===== config.mk =====
export PLATFORM = sky130hd
export DESIGN_NAME = pipelined_select_adder_flat
export DESIGN_NICKNAME = d
export VERILOG_FILES = /design/src/rtl/select_adder_pkg.sv /design/src/rtl/pipelined_select_adder_if.sv /design/src/rtl/select_adder_block.sv /design/src/rtl/pipelined_select_adder.sv /design/src/flat_wrapper.sv
export SDC_FILE = /design/constraint.sdc
export NUM_CORES = 1
export LEC_CHECK = 0
export BUFFER_PORTS_ARGS = -buffer_cell sky130_fd_sc_hd__buf_2
export CELL_PAD_IN_SITES_DETAIL_PLACEMENT = 0
export CELL_PAD_IN_SITES_GLOBAL_PLACEMENT = 1
export CORE_MARGIN = 8
export CORE_UTILIZATION = 36
export CTS_CLUSTER_DIAMETER = 40
export DETAILED_ROUTE_END_ITERATION = 10
export GPL_TIMING_DRIVEN = 0
export MAX_ROUTING_LAYER = met4
export PLACE_DENSITY_LB_ADDON = 0.08
export SLEW_MARGIN = 5
export SYNTH_ARGS = -nofsm -noshare
export SYNTH_HDL_FRONTEND = slang
export SYNTH_SLANG_ARGS = --single-unit

===== constraint.sdc =====
create_clock -name clk -period 3.01 [get_ports clk]
set_input_delay 0.903 -clock clk [delete_from_list [all_inputs] [get_ports clk]]
set_output_delay 0.903 -clock clk [all_outputs]
set_load 0.1 [all_outputs]

===== src/rtl/select_adder_pkg.sv =====
// Shared defaults, stage-count helper and the per-stage register bundle for the pipelined carry-select adder.
package select_adder_pkg;

   localparam int DEFAULT_WIDTH = 16;
   localparam int DEFAULT_BLOCK = 4;
   localparam int DEFAULT_SEG   = 2;
   localparam int MAX_WIDTH     = 64;

   function automatic int nstg(input int width, input int block, input int seg);
      return width / (block * seg);
   endfunction

   // Fields are sized for the widest supported datapath; instances use the low WIDTH bits.
   typedef struct packed {
      logic                 valid;
      logic                 carry;
      logic [MAX_WIDTH-1:0] sum;
      logic [MAX_WIDTH-1:0] a_skew;
      logic [MAX_WIDTH-1:0] b_skew;
   } stage_t;

endpackage


===== src/rtl/pipelined_select_adder_if.sv =====
// Valid/ready operand and result bundle of the pipelined carry-select adder.
interface pipelined_select_adder_if #(
   parameter int WIDTH = select_adder_pkg::DEFAULT_WIDTH
);
   logic             in_valid;
   logic             in_ready;
   logic [WIDTH-1:0] a;
   logic [WIDTH-1:0] b;
   logic             cin;
   logic             sub;
   logic             out_valid;
   logic             out_ready;
   logic [WIDTH-1:0] s;
   logic             cout;
   logic             ovf;

   modport master (
      output in_valid, a, b, cin, sub, out_ready,
      input  in_ready, out_valid, s, cout, ovf
   );

   modport slave (
      input  in_valid, a, b, cin, sub, out_ready,
      output in_ready, out_valid, s, cout, ovf
   );
endinterface


===== src/rtl/select_adder_block.sv =====
// One carry-select slice: sums for carry-in 0 and 1 are formed in parallel, the real carry picks one.
module select_adder_block
   import select_adder_pkg::*;
#(
   parameter int BLOCK = DEFAULT_BLOCK
) (
   input  logic [BLOCK-1:0] a,
   input  logic [BLOCK-1:0] b,
   input  logic             cin,
   output logic [BLOCK-1:0] s,
   output logic             cout
);

   logic [BLOCK:0] sum0;
   logic [BLOCK:0] sum1;

   assign sum0 = {1'b0, a} + {1'b0, b};
   assign sum1 = {1'b0, a} + {1'b0, b} + (BLOCK+1)'(1);

   assign {cout, s} = cin ? sum1 : sum0;

endmodule


===== src/rtl/pipelined_select_adder.sv =====
// Pipelined carry-select adder/subtractor, SEG slices per stage, global-stall valid/ready handshake.
// Signed overflow output is built only when SELECT_ADDER_OVF_EN is defined; otherwise ovf is tied to 0.
module pipelined_select_adder
   import select_adder_pkg::*;
#(
   parameter int WIDTH = DEFAULT_WIDTH,
   parameter int BLOCK = DEFAULT_BLOCK,
   parameter int SEG   = DEFAULT_SEG
) (
   input logic                    clk,
   input logic                    rst,
   pipelined_select_adder_if.slave bus
);

   localparam int SW   = BLOCK * SEG;
   localparam int NSTG = nstg(WIDTH, BLOCK, SEG);

   if ((WIDTH % SW) != 0 || WIDTH > MAX_WIDTH || NSTG < 1) begin : g_bad_cfg
      $error("pipelined_select_adder: WIDTH=%0d must be a nonzero multiple of BLOCK*SEG=%0d and <= %0d",
             WIDTH, SW, MAX_WIDTH);
   end

   stage_t st_q [NSTG];
   stage_t st_d [NSTG];
   logic   adv;

   // One global stall: every stage moves together whenever the output slot is free or being drained.
   assign adv          = !st_q[NSTG-1].valid || bus.out_ready;
   assign bus.in_ready = adv;
   assign bus.out_valid = st_q[NSTG-1].valid;
   assign bus.s        = st_q[NSTG-1].sum[WIDTH-1:0];
   assign bus.cout     = st_q[NSTG-1].carry;

`ifdef SELECT_ADDER_OVF_EN
   logic ovf_d;
   logic ovf_q;
`endif

   for (genvar k = 0; k < NSTG; k++) begin : g_stg
      logic [WIDTH-1:0] a_cur;
      logic [WIDTH-1:0] b_cur;
      logic [WIDTH-1:0] sum_cur;
      logic [WIDTH-1:0] sum_nxt;
      logic [SW-1:0]    seg_sum;
      logic             c_cur;
      logic             v_cur;

      if (k == 0) begin : g_src_in
         assign a_cur   = bus.a;
         assign b_cur   = bus.sub ? ~bus.b : bus.b;
         assign c_cur   = bus.sub | bus.cin;
         assign sum_cur = '0;
         assign v_cur   = bus.in_valid & adv;
      end else begin : g_src_reg
         assign a_cur   = st_q[k-1].a_skew[WIDTH-1:0];
         assign b_cur   = st_q[k-1].b_skew[WIDTH-1:0];
         assign c_cur   = st_q[k-1].carry;
         assign sum_cur = st_q[k-1].sum[WIDTH-1:0];
         assign v_cur   = st_q[k-1].valid;
      end

      // Each slice carry is its own net so the ripple through the stage stays acyclic per signal.
      for (genvar j = 0; j < SEG; j++) begin : g_seg
         logic ci;
         logic co;

         if (j == 0) begin : g_first
            assign ci = c_cur;
         end else begin : g_next
            assign ci = g_seg[j-1].co;
         end

         select_adder_block #(.BLOCK(BLOCK)) u_blk (
            .a    (a_cur[k*SW + j*BLOCK +: BLOCK]),
            .b    (b_cur[k*SW + j*BLOCK +: BLOCK]),
            .cin  (ci),
            .s    (seg_sum[j*BLOCK +: BLOCK]),
            .cout (co)
         );
      end

      // NOTE: the default copy comes first so every bit of sum_nxt is written on every pass (no latch).
      always_comb begin
         sum_nxt                = sum_cur;
         sum_nxt[k*SW +: SW]    = seg_sum;
      end

      assign st_d[k] = '{valid:  v_cur,
                         carry:  g_seg[SEG-1].co,
                         sum:    MAX_WIDTH'(sum_nxt),
                         a_skew: MAX_WIDTH'(a_cur),
                         b_skew: MAX_WIDTH'(b_cur)};

`ifdef SELECT_ADDER_OVF_EN
      if (k == NSTG-1) begin : g_ovf
         assign ovf_d = (a_cur[WIDTH-1] == b_cur[WIDTH-1]) && (sum_nxt[WIDTH-1] != a_cur[WIDTH-1]);
      end
`endif
   end

   // NOTE: data fields are cleared with the valid bits so S and cout read 0 straight out of reset.
   always_ff @(posedge clk or posedge rst) begin
      if (rst) begin
         for (int i = 0; i < NSTG; i++) begin
            st_q[i] <= '0;
         end
      end else if (adv) begin
         // NOTE: non-blocking so every stage samples its predecessor's pre-edge value.
         st_q <= st_d;
      end
   end

`ifdef SELECT_ADDER_OVF_EN
   always_ff @(posedge clk or posedge rst) begin
      if (rst) begin
         ovf_q <= 1'b0;
      end else if (adv) begin
         ovf_q <= ovf_d;
      end
   end

   assign bus.ovf = ovf_q;
`else
   assign bus.ovf = 1'b0;
`endif

endmodule


===== src/flat_wrapper.sv =====
// flat-port wrapper written by rule: the top's interface ports become plain ports
module pipelined_select_adder_flat import select_adder_pkg::*;
#(
   parameter int WIDTH = DEFAULT_WIDTH,
   parameter int BLOCK = DEFAULT_BLOCK,
   parameter int SEG   = DEFAULT_SEG
)
  (clk, rst, bus_in_valid, bus_a, bus_b, bus_cin, bus_sub, bus_out_ready, bus_in_ready, bus_out_valid, bus_s, bus_cout, bus_ovf);
  pipelined_select_adder_if #(.WIDTH(WIDTH)) bus_i ();
  input logic clk;
  input logic rst;
  input wire logic [$bits(bus_i.in_valid)-1:0] bus_in_valid;
  input wire logic [$bits(bus_i.a)-1:0] bus_a;
  input wire logic [$bits(bus_i.b)-1:0] bus_b;
  input wire logic [$bits(bus_i.cin)-1:0] bus_cin;
  input wire logic [$bits(bus_i.sub)-1:0] bus_sub;
  input wire logic [$bits(bus_i.out_ready)-1:0] bus_out_ready;
  output wire logic [$bits(bus_i.in_ready)-1:0] bus_in_ready;
  output wire logic [$bits(bus_i.out_valid)-1:0] bus_out_valid;
  output wire logic [$bits(bus_i.s)-1:0] bus_s;
  output wire logic [$bits(bus_i.cout)-1:0] bus_cout;
  output wire logic [$bits(bus_i.ovf)-1:0] bus_ovf;
  assign bus_i.in_valid = bus_in_valid;
  assign bus_i.a = bus_a;
  assign bus_i.b = bus_b;
  assign bus_i.cin = bus_cin;
  assign bus_i.sub = bus_sub;
  assign bus_i.out_ready = bus_out_ready;
  assign bus_in_ready = bus_i.in_ready;
  assign bus_out_valid = bus_i.out_valid;
  assign bus_s = bus_i.s;
  assign bus_cout = bus_i.cout;
  assign bus_ovf = bus_i.ovf;
  pipelined_select_adder #(.WIDTH(WIDTH), .BLOCK(BLOCK), .SEG(SEG)) u_core (.clk(clk), .rst(rst), .bus(bus_i));
endmodule

==> results.yml, run 1 <==
timing:
  final-setup-viol-count: 0
  worst_pin_slew_ns: 0.642
  timing.final.crit_share: 0.979
  rsz0062_at_grt: "yes"
  maxSlewViolCount: 0
  finalHoldViolations: 0
  period_needed_ns: 2.95
  maxSlewHeadroom: 0.572
  fin_worst_skew_ns: 0.00445
  max_clock_freq_mhz: 339
floorplanning:
  fp.coreArea_um2: 7180
  dieHeight_um: 102
  start_util: 0.368
  num_io_pins: 58
  dieArea_um2: 10300
  fp.dieW_um: 102
  rows: 31
yosys:
  synth_async_sr_flop_share: 1.00
  synth_seq_cells: 44
  synth.net_count: 355
  syn_area_per_cell_um2: 9.01
  netlist_instances: 293
  synth_edf_count: 0
  yosysSeqAreaShare: 0.417
  ys.flop_type: "dfrtp_1"
  syn-cell-area_um2: 2640
  ys_types: 40
  yosysWarnings: 0
placement:
  gp_congestion: 0.736
  numPortBuffers: 55
  hpwlAfterDp_mm: 4.87
grt:
  grt_max_degree: 34
  top_usage_layer: "met2"
  use_met1: 0.158
  grt.total_usage: 0.132
  gr-usage-met2: 0.219
  gr-usage-met3: 0.0241
  antenna_found_initial: 0
  grt_pass1_vias: 2209
  grt_pass1_wl_mm: 10.3
  globalRouteOverflowTotal: 0
detailed_routing:
  vias: 2155
  first_pass_iters: 4
  drtAntennaViolNets: 0
  drtIter0Drc: 56
  wl_per_cell_um: 13.4
  routed_wl_mm: 6.21
  drc_errors: 0
  via_per_inst: 4.64
clocking:
  clockRootBuffer: "clkbuf_8"
  clk_path_buf_depth: 2
  clock_latency_ns: 0.29
  clk_pin_slew_ns: 0.09
  clock_sinks: 44
  cts.htree.levels: 2
  cts_buffers: 5
  cts_tree: "built"
power_and_ir_drop:
  p_total_mw: 2.91
  power_density_nw_per_um2: 876
  irDropWorstVdd_uv: 277
  power.leakage_nw: 1.64
worst_setup_path:
  critPathBufInv: 2
  worstPathCellList: "buf_12 > buf_12 > xor2_2 > ha_2 > fa_1 > ha_2 > o21ai_4 > nor4b_4 > xnor2_2 > mux2i_1 > a21oi_1"
  criticalPathCategory: "in -> reg"
  critPathArrivalTime_ns: 3.13
  cp-start-kind: "primary input"
  critPathMaxFanout: 6
  endpoint_kind: "flop"
  required_ns: 3.19
  crit_family: "adder cells"
  max_stage_delay_ns: 0.53
  slowest_stage: "fa_1"
flow_run:
  cap_violations: 0
worst_hold_path:
  hold_class: "reg -> reg"
cells_and_area:
  syn_to_final_growth_pct: 25.8
  nNetsFinal: 426
  final_layout_size_suffix_gt1_frac: 0.247
  diodes: 0
  postLayoutCoreUtil: 0.463
  seq_area_um2: 1100
  multi_input_area_um2: 1480
  fillers: 774
outcome:
  status: "finished clean"
[Yosys cell counts, drive strengths merged, types with 2 or more instances]
cell type | instances | area, µm²
a21oi | 14 | 70.1
a21o | 4 | 31.3
o211ai | 2 | 15.0
mux2i | 4 | 40.0
nor2b | 3 | 18.8
and3 | 2 | 12.5
dfrtp | 44 | 1100
xor2 | 16 | 148
nand2b | 2 | 12.5
nand3 | 6 | 30.0
o31ai | 2 | 15.0
ha | 20 | 250
buf | 5 | 26.3
inv | 18 | 67.6
o21ai | 18 | 90.1
nand2 | 69 | 259
xnor2 | 17 | 156
fa | 4 | 80.1
nor3 | 4 | 20.0
o21a | 2 | 15.0
nor2 | 16 | 60.1
clkbuf | 8 | 30.0
[final cells by class]
class	instances	area share
inverters	18	0.0203
plain buffers	13	0.0260
well taps	99	0.0373
repair buffers	64	0.108
clock inverters	2	0.0105
multi-input cells	218	0.445
flip-flops and latches	44	0.331
clock buffers	6	0.0218
[cell families (layout without fill, tap and decap cells)]
kind of cell,Yosys count,count (layout),synth area share
other,1,1,0.00142
muxes,4,4,0.0152
DFF,44,44,0.417
xor gates and xnor gates,33,33,0.115
and+or+nand+nor,110,110,0.178
AOI/OAI and AO/OA,46,46,0.101
adders and majority gates,24,24,0.125
buffers and inverters,31,103,0.0469
[worst reg2reg max path: stages (launching register included)]
cell and delay, ns:
dfrtp_1 0.40, ha_1 0.24, inv_1 0.08, fa_1 0.44, inv_1 0.09, ha_1 0.17
nand2_1 0.09, nor3_1 0.21, mux2i_1 0.14, xnor2_2 0.24, or4_1 0.50, nand3_1 0.10
[what timing repair did]
action                     CTS  global route
hold buffers                 0             0
buffers inserted             1             7
setup endpoints to repair    4             6
pin swaps                    1             8
resized for setup            1             7
[power breakdown]
group          switching, mW  total (mW)  internal (mW)
Combinational           1.21        1.60          0.395
Sequential            0.0884       0.856          0.768
Clock                  0.207       0.454          0.247
[per-layer routing]
metal	vias to the layer above	wire length [µm]	part of all wire
met1	1011	2780	0.45
met4	0	87	0.014
met2	42	3110	0.50
li1	1095	-	-
met3	7	238	0.038
met5	-	0	0
[sequential cells by signal (all words and copies together) (netlist names)]
register and flops:
u_core.bus.s 16, u_core.g_stg.a_cur 8, u_core.g_stg.b_cur 8, u_core.g_stg.sum_cur 8, u_core.bus.cout 1, u_core.bus.out_valid 1, u_core.g_stg.c_cur 1, u_core.g_stg.v_cur 1
[layout by cell type, fill, tap and decap left out, types with 2 or more instances in the layout]
master    instances
dfrtp_1          44
inv_1            16
nor3_1            4
inv_2             2
a21o_1            3
nand2_1          69
buf_12            3
o21ai_0          17
xor2_2            3
nor2b_1           2
clkbuf_1          8
nand2b_1          2
buf_2            54
a21oi_1          14
fa_1              4
buf_1             2
xnor2_2           2
xor2_1           13
ha_1             18
ha_2              2
clkbuf_8          5
and3_1            2
nor2_1           16
buf_4             9
nand3_1           6
mux2i_1           4
o21a_1            2
o211ai_1          2
xnor2_1          15
[final timing paths]
path,startpoint,cells after the start,endpoint,slack (ns)
min reg2reg,u_core.g_stg[1].v_cur,2,u_core.g_stg[1].v_cur,0.46
min,u_core.g_stg[1].v_cur,2,u_core.g_stg[1].v_cur,0.46
max,bus_sub,11,u_core.g_stg[1].sum_cur[5],0.06
max in group asynchronous,rst,3,u_core.bus.s[14],2.01
max reg2reg,u_core.g_stg[1].b_cur[8],11,u_core.bus.s[14],0.27
min in group asynchronous,rst,2,u_core.bus.s[11],0.53
[metrics by stage]
| stage | TNS [ns] | instances | hold slack, ns | worst slack, ns | instance area, µm² |
|---|---|---|---|---|---|
| finish | 0 | 464 | 0.461 | 0.0624 | 3320 |
| floorplan | -0.904 | 293 | 0.430 | -0.244 | 2690 |
| detailed placement | -1.72 | 448 | 0.445 | -0.422 | 3110 |
| global route | -0.0788 | 464 | 0.477 | -0.0436 | 3320 |
| global placement | -1.70 | 447 | 0.439 | -0.410 | 3090 |
| CTS | 0 | 457 | 0.468 | 0.00117 | 3230 |
(Power assumes the default switching activity.)
==> run 2, diff against run 1 <==
--- a/config.mk
+++ b/config.mk
@@ -8,7 +8,6 @@
 export BUFFER_PORTS_ARGS = -buffer_cell sky130_fd_sc_hd__buf_2
 export CELL_PAD_IN_SITES_DETAIL_PLACEMENT = 0
 export CELL_PAD_IN_SITES_GLOBAL_PLACEMENT = 1
-export CORE_MARGIN = 8
 export CORE_UTILIZATION = 36
 export CTS_CLUSTER_DIAMETER = 40
 export DETAILED_ROUTE_END_ITERATION = 10
==> results.yml, run 2 (synthesis gave the netlist of run 1 again) <==
power_and_ir_drop:
  p_total_mw: 2.92
  power.leakage_nw: 1.64
  irDropWorstVdd_uv: 297
  power_density_nw_per_um2: 876
cells_and_area:
  final_area_um2: 3330
  diodes: 0
  nNetsFinal: 428
  final_common_cell: "nand2_1"
  syn_to_final_growth_pct: 26.0
  layout_common_cells: "nand2_1 (69), buf_2 (54), dfrtp_1 (44)"
  final_layout_size_suffix_gt1_frac: 0.251
  largest_register_ffs: 16
floorplanning:
  fp.dieW_um: 87.7
  num_io_pins: 58
  dieHeight_um: 87.7
  start_util: 0.380
  dieArea_um2: 7680
  rows: 30
  fp.coreArea_um2: 6940
timing:
  tns_ns: 0
  period_needed_ns: 2.95
  maxSlewViolCount: 0
  max_clock_freq_mhz: 339
  timing.final.crit_share: 0.981
  worst_pin_slew_ns: 0.671
  final-setup-viol-count: 0
  fin_worst_skew_ns: 0.00421
  rsz0062_at_grt: "yes"
  finalHoldViolations: 0
  maxSlewHeadroom: 0.553
clocking:
  cts_buffers: 5
  cts_tree: "built"
  clk_path_buf_depth: 2
  clk_pin_slew_ns: 0.09
  cts.htree.levels: 2
  clock_latency_ns: 0.31
  clock_sinks: 44
  clockRootBuffer: "clkbuf_8"
worst_setup_path:
  critPathArrivalTime_ns: 3.17
  cp-start-kind: "primary input"
  critPathMaxFanout: 8
  criticalPathCategory: "in -> reg"
  endpoint_kind: "flop"
  required_ns: 3.23
  rr_worst_depth: 11
grt:
  grt_pass1_vias: 1988
  grt.total_usage: 0.170
  grt_pass1_wl_mm: 9.56
  grt_max_degree: 29
  globalRouteOverflowTotal: 0
  antenna_found_initial: 0
detailed_routing:
  drtIter0Drc: 70
  wl_per_cell_um: 12.7
  via_per_inst: 4.58
  drtAntennaViolNets: 0
  vias: 2119
  drc_errors: 0
  routed_wl_mm: 5.86
  first_pass_iters: 4
placement:
  placed_area_um2: 3100
  numPortBuffers: 55
  hpwlAfterDp_mm: 4.40
  gp_congestion: 0.761
worst_hold_path:
  hold_class: "reg -> reg"
  hold_depth: 1
flow_run:
  cap_violations: 0
outcome:
  status: "finished clean"
==> run 2: cell count changes in the layout (fill, tap and decap cells not counted), sizes merged <==
cell | previous run | this run
clkinvlp | 0 | 1
buf | 68 | 70
clkbuf | 15 | 14
==> run 2: path summary, 6_finish.rpt <==
path | from | end | slack [ns]
setup / recovery | bus_sub | u_core.g_stg[1].c_cur | 0.06
hold reg to reg | u_core.g_stg[1].v_cur | u_core.bus.out_valid | 0.46
hold / removal | u_core.g_stg[1].v_cur | u_core.bus.out_valid | 0.46
min in group asynchronous | rst | u_core.g_stg[1].b_cur[15] | 0.57
max in group asynchronous | rst | u_core.bus.s[11] | 1.96
setup reg to reg | u_core.g_stg[1].b_cur[8] | u_core.bus.s[14] | 0.32
==> run 2: layout make-up <==
class                      count  area (µm²)
buffer                        13        86.3
sequential                    44        1100
tap                           96         120
timing repair buffer          66         373
multi-input combinational    218        1470
clock buffer                   5        68.8
clock inverter                 3        42.5
fill                         711        3620
inverter                      18        67.6
==> run 2: metrics by stage <==
stage | utilization | hold WS, ns | cells | worst slack [ns]
after floorplan | - | 0.430 | 293 | -0.244
after global placement | 0.444 | 0.443 | 444 | -0.451
after detailed placement | 0.447 | 0.447 | 445 | -0.452
after CTS | 0.466 | 0.467 | 455 | 0.0112
after global routing | 0.479 | 0.489 | 463 | -0.0378
final | 0.479 | 0.463 | 463 | 0.0559
==> run 2: what timing repair did <==
item / in CTS / in global routing
setup endpoints to repair: 4 / 4
resized for setup: 1 / 6
pin swaps: 5 / 7
cloned: 0 / 0
buffers inserted: 2 / 8
hold buffers: 0 / 0
==> run 2: power breakdown <==
group | leakage [nW] | switching [mW] | total (mW) | internal [mW]
combinational | 1.07 | 1.20 | 1.60 | 0.399
clock | 0.0541 | 0.217 | 0.462 | 0.246
sequential | 0.521 | 0.0868 | 0.854 | 0.767
total | 1.64 | 1.51 | 2.92 | 1.41
==> run 2: metal layers <==
| layer | GRT usage | wire length (µm) |
|---|---|---|
| met4 | 0.0492 | 75 |
| met3 | 0.0320 | 239 |
| met2 | 0.277 | 2730 |
| met1 | 0.216 | 2810 |
| met5 | - | 0 |
==> run 2: worst max-delay path, stage by stage <==
cell and delay (ns):
buf_12 0.11, buf_12 0.14, xor2_2 0.14, ha_2 0.18, fa_1 0.56, ha_2 0.20, o21ai_4 0.07, nor4b_4 0.28
xnor2_2 0.20, and3_1 0.19, o31ai_1 0.19
